<file path="src/rtl/cp0_exc_unit.sv">
`default_nettype none
// ============================================================================
// Module      : cp0_exc_unit
// Description : Coprocessor-0 exception/interrupt unit for a 5-stage MIPS
//               pipeline, located at the M stage. It decides whether to trap
//               and records SR/Cause/EPC, with delay-slot correction of
//               Cause.BD and EPC. It also services mtc0, mfc0 and eret.
// Ports       : clk          - rising-edge clock
//               reset        - asynchronous, active-low reset
//               pc_in        - PC of the M-stage instruction
//               bd_in        - M-stage instruction is in a branch delay slot
//               exc_code_in  - exception code of M-stage instruction, 0 = none
//               hw_int       - level-sensitive hardware interrupt lines
//               we/addr/wdata- mtc0 write port (addr is also the mfc0 index)
//               eret         - eret in M stage
//               badvaddr_in  - faulting data address (CP0_BADVADDR_EN only)
//               rdata        - mfc0 read data, combinational on addr
//               epc_out      - current EPC, used as the eret target
//               req          - trap request: flush and redirect to handler_pc
//               handler_pc   - constant exception vector
// Options     : CP0_BADVADDR_EN adds the BadVAddr register (reg 8) and the
//               badvaddr_in port.
// Revision    : 1.0 - initial release
// ============================================================================
module cp0_exc_unit #(
    parameter logic [31:0] PRID         = 32'h4D49_5053,
    parameter logic [31:0] HANDLER_ADDR = 32'h0000_4180
) (
    input  logic        clk,
    input  logic        reset,
    input  logic [31:0] pc_in,
    input  logic        bd_in,
    input  logic [4:0]  exc_code_in,
    input  logic [5:0]  hw_int,
    input  logic        we,
    input  logic [4:0]  addr,
    input  logic [31:0] wdata,
    input  logic        eret,
`ifdef CP0_BADVADDR_EN
    input  logic [31:0] badvaddr_in,
`endif
    output logic [31:0] rdata,
    output logic [31:0] epc_out,
    output logic        req,
    output logic [31:0] handler_pc
);

    localparam logic [4:0] c_reg_badvaddr = 5'd8;
    localparam logic [4:0] c_reg_sr       = 5'd12;
    localparam logic [4:0] c_reg_cause    = 5'd13;
    localparam logic [4:0] c_reg_epc      = 5'd14;
    localparam logic [4:0] c_reg_prid     = 5'd15;

    // Architectural state; only implemented bits are stored.
    logic [5:0]  r_sr_im;
    logic        r_sr_exl;
    logic        r_sr_ie;
    logic        r_cause_bd;
    logic [5:0]  r_cause_ip;
    logic [4:0]  r_cause_exc;
    logic [31:2] r_epc;

    logic        w_int_pend;
    logic        w_exc_pend;
    logic        w_req;
    logic [31:0] w_trap_pc;
    logic        w_unused;

    assign w_int_pend = (|(hw_int & r_sr_im)) & r_sr_ie & ~r_sr_exl;
    assign w_exc_pend = (exc_code_in != 5'd0) & ~r_sr_exl;
    // Gated by reset so no trap is requested while the unit is held in reset,
    // even if a stale exception code is present on the input.
    assign w_req      = (w_int_pend | w_exc_pend) & reset;

    // A delay-slot instruction restarts at its branch; wraps modulo 2^32.
    assign w_trap_pc  = bd_in ? (pc_in - 32'd4) : pc_in;
    assign w_unused   = ^w_trap_pc[1:0];

    assign req        = w_req;
    assign epc_out    = {r_epc, 2'b00};
    assign handler_pc = HANDLER_ADDR;

    always_ff @(posedge clk or negedge reset) begin
        if (!reset) begin
            r_sr_im     <= '0;
            r_sr_exl    <= 1'b0;
            r_sr_ie     <= 1'b0;
            r_cause_bd  <= 1'b0;
            r_cause_ip  <= '0;
            r_cause_exc <= '0;
            r_epc       <= '0;
        end else begin
            r_cause_ip <= hw_int;
            if (w_req) begin
                // Trap capture wins over both eret and mtc0 in this cycle.
                r_sr_exl    <= 1'b1;
                r_cause_bd  <= bd_in;
                r_cause_exc <= w_int_pend ? 5'd0 : exc_code_in;
                r_epc       <= w_trap_pc[31:2];
            end else begin
                if (we && (addr == c_reg_sr)) begin
                    r_sr_im  <= wdata[15:10];
                    r_sr_exl <= wdata[1];
                    r_sr_ie  <= wdata[0];
                end
                if (we && (addr == c_reg_epc)) begin
                    r_epc <= wdata[31:2];
                end
                // Placed after the SR write so eret overrides the EXL bit.
                if (eret) begin
                    r_sr_exl <= 1'b0;
                end
            end
        end
    end

`ifdef CP0_BADVADDR_EN
    logic [31:0] r_badvaddr;

    always_ff @(posedge clk or negedge reset) begin
        if (!reset) begin
            r_badvaddr <= '0;
        end else if (w_req && !w_int_pend &&
                     ((exc_code_in == 5'd4) || (exc_code_in == 5'd5))) begin
            r_badvaddr <= badvaddr_in;
        end
    end
`endif

    // mfc0 reads the registered value: a same-cycle mtc0 is not forwarded.
    always_comb begin
        rdata = '0;
        case (addr)
            c_reg_sr:    rdata = {16'd0, r_sr_im, 8'd0, r_sr_exl, r_sr_ie};
            c_reg_cause: rdata = {r_cause_bd, 15'd0, r_cause_ip, 3'd0,
                                  r_cause_exc, 2'b00};
            c_reg_epc:   rdata = {r_epc, 2'b00};
            c_reg_prid:  rdata = PRID;
`ifdef CP0_BADVADDR_EN
            c_reg_badvaddr: rdata = r_badvaddr;
`else
            c_reg_badvaddr: rdata = '0;
`endif
            default:     rdata = '0;
        endcase
    end

endmodule
`default_nettype wire

</file>
<file path="config.mk">
export PLATFORM = sky130hd
export DESIGN_NAME = cp0_exc_unit
export DESIGN_NICKNAME = d
export VERILOG_FILES = /design/src/rtl/cp0_exc_unit.sv
export SDC_FILE = /design/constraint.sdc
export NUM_CORES = 1
export LEC_CHECK = 0
export ABC_AREA = 1
export CORE_AREA = 3 3 102 104
export CTS_BUF_LIST = sky130_fd_sc_hd__clkbuf_4 sky130_fd_sc_hd__clkbuf_8
export DETAILED_ROUTE_END_ITERATION = 6
export DIE_AREA = 0 0 105 107
export PLACE_DENSITY_LB_ADDON = 0.15
export SETUP_SLACK_MARGIN = 0.3
export SYNTH_ARGS = -nofsm -noshare
export SYNTH_HDL_FRONTEND = slang
export SYNTH_SLANG_ARGS = --single-unit
export TNS_END_PERCENT = 5
</file>
<file path="constraint.sdc">
create_clock -name clk -period 5.2 [get_ports clk]
set_input_delay 1.56 -clock clk [delete_from_list [all_inputs] [get_ports clk]]
set_output_delay 1.56 -clock clk [all_outputs]
set_load 0.02 [all_outputs]
</file>
After elaboration in Yosys (flattened, before gate mapping):

Cells that the tools add are included.

* shifts and indexed selects: 0
* multiplexer cells: 8
* $add $sub $neg: 1
* $lt $le $gt $ge: 0
* bitwise operators: 8
* $mul: 0
* reductions and logical operators: 7
* eq/ne operators: 4
* div/mod/pow operators: 0

Operators with widths (count)
* case mux 32 bit (4 select lines): 1
* two-way mux 30 bit: 2
* two-way mux 32 bit: 1
* subtractor 32 x 3 -> 32 bit (second input constant): 1
* == test 5 x 4 -> 1 bit (second input constant): 4
* AND 6 bit: 1
* OR reduction 6 bit: 1
* two-way mux 5 bit: 1
* nonzero test 5 bit: 1
* AND 1 bit: 4
* two-way mux 1 bit: 3
* nonzero test 3 bit: 1
* logical AND 1 bit: 2
* NOT 1 bit: 2
* AND reduction 2 bit: 1
* nonzero test 2 bit: 1
* OR 1 bit: 1

* memories: 0
* latch bits: 0
* logic and storage cells: 35
* RAM bits: 0
* output and inout port bits: 97
* memory bits (read-only): 0
* bits in registers: 50

Logic depth before layout (Yosys ltp):

* word-level depth: 8
* mapped depth: 13
* mapped depth without buffers: 12

Least setup slack after synthesis:

OpenSTA, ideal clock, no wires.

* kind: input to output
* start: input addr[3]
* end: output rdata[11]
* arrival: 2.417 ns
* setup slack: 1.223 ns
* path buffers: 1
* stages: 7
* cells stage by stage: nand2_1 -> nor2_1 -> nand2_1 -> inv_1 -> clkbuf_1 -> nand2_1 -> o211ai_1

* longest elaborated chain between the ends: 2
* elaborated cells between the ends (all ways): 5
* those cells by class: eq/ne (4); mux (1)

RTL lines
* start: declaration: line 36 `input logic [4:0] addr,`
* == test 5 x 4 -> 1 bit: line 133 `case (addr)`
* case mux 32 bit (4 select lines) (*): line 133
* end: declaration: line 42 `output logic [31:0] rdata,`

Mark *: on every way between the ends. The rest lies on a longest branch, timed or not.

Worst setup path after layout:

* start: input addr[0]
* end: output rdata[10]

Same word-level chain as after synthesis.

==> flow_summary_export.csv <==
group,metric,value,unit
status,status,"finished clean",
floorplanning,die_h,107,um
global_routing,grt_pass1_vias,3901,
setup_path,worstRegToRegCells,12,
detailed_routing,postRouteAntennaNets,0,
sta,fin_crit_sh,0.950,
final_layout,syn2layout_area_growth,38.1,%
global_routing,overflow,0,
yosys,synth_warnings,0,
pwr,p_leak,2.59,nW
detailed_routing,vias_per_cell,4.64,
floorplanning,dieArea,11200,um^2
clock_network,clock-sinks,50,
yosys,avgSynthCellArea,6.57,um^2
setup_path,critPathLaunchType,"input pin",
final_layout,fin_util,0.549,
global_routing,grt_max_degree,56,
floorplanning,rows,36,
clock_network,clk_path_buf_depth,2,
setup_path,required,3.64,ns
setup_path,critPathKind,"input pin to output pin",
final_layout,nNetsFinal,805,
clock_network,clock_latency,0.31,ns
floorplanning,dieWidth,105,um
detailed_routing,vias,3959,
job,max-cap-violations,0,
global_routing,grt_pass1_wl,19.5,mm
global_routing,antenna_found_initial,0,
sta,min_period,4.94,ns
detailed_routing,drt_pre_antenna_iters,4,
clock_network,tritoncts,"yes",
detailed_routing,drc_errors,0,
final_layout,diodes,0,
pwr,p_per_area,250,nW/um^2
setup_path,cpMaxStageDelayCell,"clkdlybuf4s50_1",
detailed_routing,detail_route.wl_per_cell,14.1,um
yosys,ys_seq_area_frac,0.327,
placement,hpwl,9.63,mm
sta,hold_violations,0,
sta,max_freq,202,MHz
floorplanning,io_pins,182,
yosys,synth_cell_types,36,
clock_network,ctsHoldBuffers,0,
sta,finClkSkew,0.0171,ns
final_layout,layout_common_cells,"209 x nand2_1, 142 x clkdlybuf4s50_1, 67 x inv_1",
floorplanning,start_util,0.397,
placement,io_buffers,145,
setup_path,crit_chain,"clkdlybuf4s50_1 > inv_1 > nor2_1 > nand2_1 > clkinvlp_4 > nand2_1 > nand3_1 > clkdlybuf4s50_1",
placement,gp_congestion,0.836,
final_layout,nFillCells,1038,
sta,timing.setup.tns,0,ns
sta,rsz0062_at_grt,"true",
sta,max_slew_margin,0.568,
clock_network,clkTransAtPathRegs,0.09,ns
detailed_routing,wl,12.0,mm
placement,dp_cells,845,
sta,slew_viol_final,0,
placement,placedInstanceArea,5190,um^2
hold_path,holdPathStages,2,
setup_path,end_kind,"output pin",
yosys,syn_inst,583,
clock_network,cts_made_buffers,5,
global_routing,track_usage,0.213,
sta,tightest_slew,0.648,ns
final_layout,layout-drive-gt1-share,0.0597,
setup_path,slowest_delay,0.59,ns
floorplanning,core,9640,um^2
detailed_routing,drtIter0Drc,154,
sta,finalSetupViolCount,0,
final_layout,design_area,5290,um^2
clock_network,htreeDepth,2,
pwr,vdd_drop_max,112,uV
clock_network,clk_root_buffer_cell,"clkbuf_8",
final_layout,final_common_cell,"nand2_1",
setup_path,path_max_fanout,12,
hold_path,hold_class,"flip-flop to flip-flop",
final_layout,stdcell_count,853,
setup_path,critPathArrivalTime,3.38,ns
yosys,syn_area,3830,um^2
yosys,synth_seq_cells,50,
## report_power, final
group,internal (mW),switching [mW]
clock,0.0966,0.144
sequential,0.474,0.0640
combinational,0.241,0.302
## final cells by class
cell class	count	area (um^2)	share of cell area
Tap cell	133	166	0.0314
Multi-Input combinational cell	441	2020	0.383
Timing Repair Buffer	149	1480	0.279
Clock buffer	5	68.8	0.0130
Sequential cell	50	1250	0.236
Clock inverter	3	23.8	0.00449
Inverter	72	280	0.0530
## Yosys cell counts, drive strengths merged
cell type,count,area share
o211ai,2,0.0039
a21oi,3,0.0049
nand3,31,0.043
clkbuf,3,0.0033
xor2,13,0.030
o311ai,1,0.0023
inv,71,0.071
nor3,4,0.0052
nor2,62,0.070
xnor2,2,0.0046
nand2,216,0.22
dfrtp,50,0.33
nand4,10,0.016
clkinv,1,0.00098
a22o,4,0.0091
ha,1,0.0033
buf,49,0.10
nand3b,3,0.0059
and2,2,0.0033
o21ai,53,0.076
conb,2,0.0020
## metal layers
metal	vias to the layer above	global-route usage	share of wire
met4	0	0.0487	0.0097
li1	2006	-	-
met1	1806	0.281	0.45
met3	8	0.0367	0.053
met2	139	0.366	0.49
met5	-	0	0
## final timing paths
kind | from | end | slack [ns]
worst max-delay path | addr[0] | rdata[10] | 0.26
worst min-delay path | r_cause_exc[4] | r_cause_exc[4] | 0.49
worst max register to register | r_sr_im[1] | r_epc[26] | 2.80
worst min register to register | r_cause_exc[4] | r_cause_exc[4] | 0.49
max in group asynchronous | reset | r_epc[16] | 3.37
min in group asynchronous | reset | r_cause_ip[5] | 1.38
## per-stage QoR
stage          worst slack, ns  hold slack (ns)  power (mW)
3_5_place_dp            0.0765            0.475        1.09
5_1_grt                  0.140            0.524        1.41
2_1_floorplan             1.22            0.453       0.848
4_1_cts                  0.253            0.498        1.33
6_report                 0.258            0.494        1.32
3_3_place_gp             0.116            0.472        1.09
## worst max-delay path: cells and delay by family
kind	cells	cell delay [ns]
and+or+nand+nor	4	0.46
buffers and inverters	4	1.35
## registers in the layout, summed over array words and instances (netlist names)
signal and count:
r_sr_im 6, r_cause_exc 5, r_sr_exl 1, r_epc 30, r_cause_ip 6, r_sr_ie 1, r_cause_bd 1
## logic make-up (layout without fill, tap and decap cells)
kind of cell,after synthesis,count (layout),synth area share
xor gates and xnor gates,15,15,0.0343
other,2,34,0.00196
adders and majority gates,1,1,0.00327
and+or+nand+nor,328,328,0.361
DFF,50,50,0.327
buffers and inverters,124,229,0.177
AOI/OAI and AO/OA,63,63,0.0963
## what timing repair did
| item | CTS | global route |
|---|---|---|
| setup endpoints to repair | 21 | 31 |
| gates cloned | 0 | 0 |
| resized for setup | 4 | 1 |
| buffers inserted | 0 | 0 |
(Power assumes the default switching activity.)
==> RTL edit: new RTL, config.mk and constraints unchanged <==
Put a register stage on the outputs `epc_out` and `req`. The values now appear one clock later. The other outputs are not delayed to match.
--- a/src/rtl/cp0_exc_unit.sv
+++ b/src/rtl/cp0_exc_unit.sv
@@ -77,6 +77,8 @@
     assign w_unused   = ^w_trap_pc[1:0];
 
-    assign req        = w_req;
-    assign epc_out    = {r_epc, 2'b00};
+    always_ff @(posedge clk) begin
+        epc_out <= {r_epc, 2'b00};
+        req     <= w_req;
+    end
     assign handler_pc = HANDLER_ADDR;
 
Check against the original RTL: not equivalent (Yosys sat finds a counterexample within 4 cycles, from zero or initial values and one cycle with reset low).
==> RTL edit against the original RTL <==
- cell area increased by 14%
- critical endpoint is now rdata[5]
- highest routed layer unchanged
- power is 43% higher
- synthesized area up 15%
- global-route usage grew 1.6 points
- sequential cell count increased by 31
- core utilization up 7.8 points
- setup slack got worse by 0.029 ns
- routed wire length up 5.0%
==> RTL edit: results (changes against the original RTL) <==
[critical_path]
critPathMaxFanout = 15  ; +3
rrSetupSlack_ns = 3.01  ; +0.21 ns
arrival_ns = 3.41  ; +0.03 ns

[synth]
synthTopCellsByCount = 231 x nand2_1, 66 x nor2_1, 63 x inv_1, 50 x dfrtp_1, 38 x buf_4
synth_cell_types = 34  ; -5.6%
seq_area_frac_synth_pct = 42.48  ; +9.8 points
postSynthAreaPerCell_sq_um = 7.096  ; +8.0%
ys_warn_count = 0  ; unchanged
ys.flop_type = dfrtp_1
ys_top_cells_by_area = dfrtp_1 28%, nand2_1 20%, dfxtp_1 14%
synth_async_sr_flop_share_pct = 61.73  ; -38 points

[power_and_ir_drop]
ir_drop_v = 0.0001820  ; +62%
p_leak_nw = 2.924  ; +13%

[placement]
place.detailed.hpwl_mm = 10.13  ; +5.2%
gp_congestion = 0.8493  ; +1.6%
placed_cells = 885  ; +4.7%
io_buffers = 145  ; unchanged

[clock_tree]
htreeDepth = 3  ; +1
ctsLongestPathBuffers = 2  ; unchanged
clk_pin_slew_ns = 0.08
cts_buffers = 9  ; +4
root_buffer = clkbuf_8
post_cts_buffers = 0  ; unchanged
insertion_delay_ns = 0.35  ; +0.04 ns

[sta]
relSlewSlack_pct = 38.70  ; -18 points
skew_ns = 0.01059  ; -0.006494 ns
finalSetupTns_ns = 0  ; unchanged
setup_violations = 0  ; unchanged

[min_path]
hold_path.class = reg2reg

[finish]
fin_cells = 901  ; +5.6%
num_antenna_cells = 0  ; unchanged
drive_gt1_share_pct = 5.339  ; -0.63 points
biggestRegsByFlops = epc_out: 30 flops, r_epc: 30 flops
fillers = 954  ; -8.1%
nets = 849  ; +5.5%

[routing]
dr.max_layer_used = met4
dr_wl_met3_um = 895  ; +41%
wl_met1_mm = 5.343  ; -1.4%
route.met2.wl_mm = 5.990  ; +2.6%
initialDrtViolationCount = 187  ; +21%
vias_per_cell = 4.717  ; +1.6%
drtPass1Iterations = 5  ; +1
wl_per_cell_um = 13.99  ; -0.64%

[global_route]
grt.total_usage_pct = 22.96  ; +1.6 points
first_global_vias = 4205  ; +7.8%
grt_pass1_wl_mm = 20.61  ; +5.9%
grt_max_degree = 54  ; -3.6%
antenna_found_initial = 0  ; unchanged

[status]
status = complete, no violations

RTL edit: changes by cell type after synthesis, sizes merged, moves of 3 or more:
cell | before | now
o21bai | 0 | 5
nor2 | 62 | 72
o31ai | 0 | 3
dfxtp | 0 | 31
inv | 71 | 65
xnor2 | 2 | 8
nand2 | 216 | 236
o21ai | 53 | 41
xor2 | 13 | 5
RTL edit: area by class of cell:
class / instances / share of cell area [%]
Sequential cell: 81 / 30.98
Clock inverter: 6 / 1.512
Timing Repair Buffer: 150 / 24.58
Inverter: 65 / 4.100
Multi-Input combinational cell: 456 / 33.90
Tap cell: 133 / 2.754
Clock buffer: 10 / 2.174
RTL edit: power by group:
group	switching (mW)	leakage (nW)	total (mW)	internal, mW
clock	0.234	0.114	0.512	0.278
sequential	0.0763	0.857	0.847	0.771
combinational	0.292	1.95	0.528	0.236
total	0.603	2.92	1.89	1.28
RTL edit: timing repair:
item / 4_1_cts / 5_1_grt
endpoints found under the setup margin: 21 / 29
gates resized for setup: 3 / 1
endpoints found under the hold margin: 0 / 0
RTL edit: logic make-up after synthesis:
family / count (synthesis) / synth area share [%]
XOR/XNOR: 13 / 2.584
flip-flops: 81 / 42.48
buffers and inverters: 116 / 13.83
AND/OR/NAND/NOR: 352 / 33.02
other: 2 / 0.1704
AO/OA/AOI/OAI: 56 / 7.638
adder cells (fa/ha/maj): 1 / 0.2839
RTL edit: layer usage:
metal  global-route usage [%]  up-vias
met5                        0        -
met4                    8.997        0
met3                    4.997       27
met2                    38.08      164
met1                    29.29     1924
li1                         -     2135
RTL edit: path summary, 6_finish.rpt:
| check | from | to | cells after the start |
|---|---|---|---|
| worst max-delay path | addr[2] | rdata[5] | 8 |
| worst min-delay path | r_epc[16] | epc_out[16] | 0 |
| worst max register to register | r_sr_im[4] | r_epc[7] | 10 |
| worst min register to register | r_epc[16] | epc_out[16] | 0 |
| max in group asynchronous | reset | r_epc[22] | 2 |
| min in group asynchronous | reset | r_cause_ip[1] | 2 |
RTL edit: worst max-delay path, cell delays in order:
cell	delay (ns)
clkdlybuf4s50_1	0.47
nand2_1	0.09
nor2_2	0.15
nand2_2	0.08
inv_1	0.08
buf_4	0.22
a22o_1	0.17
clkdlybuf4s50_1	0.60
RTL edit: stage by stage:
stage	power (mW)	util (%)	hold slack, ns	cell area (sq um)	worst slack, ns
floorplan	1.140	-	0.3472	4527	1.234
global placement	1.379	60.29	0.3506	5812	0.2117
detailed placement	1.390	60.29	0.3552	5812	0.1767
CTS	1.900	62.66	0.3745	6040	0.2315
global route	1.994	62.68	0.3829	6042	0.1152
finish	1.887	62.68	0.3726	6042	0.2289
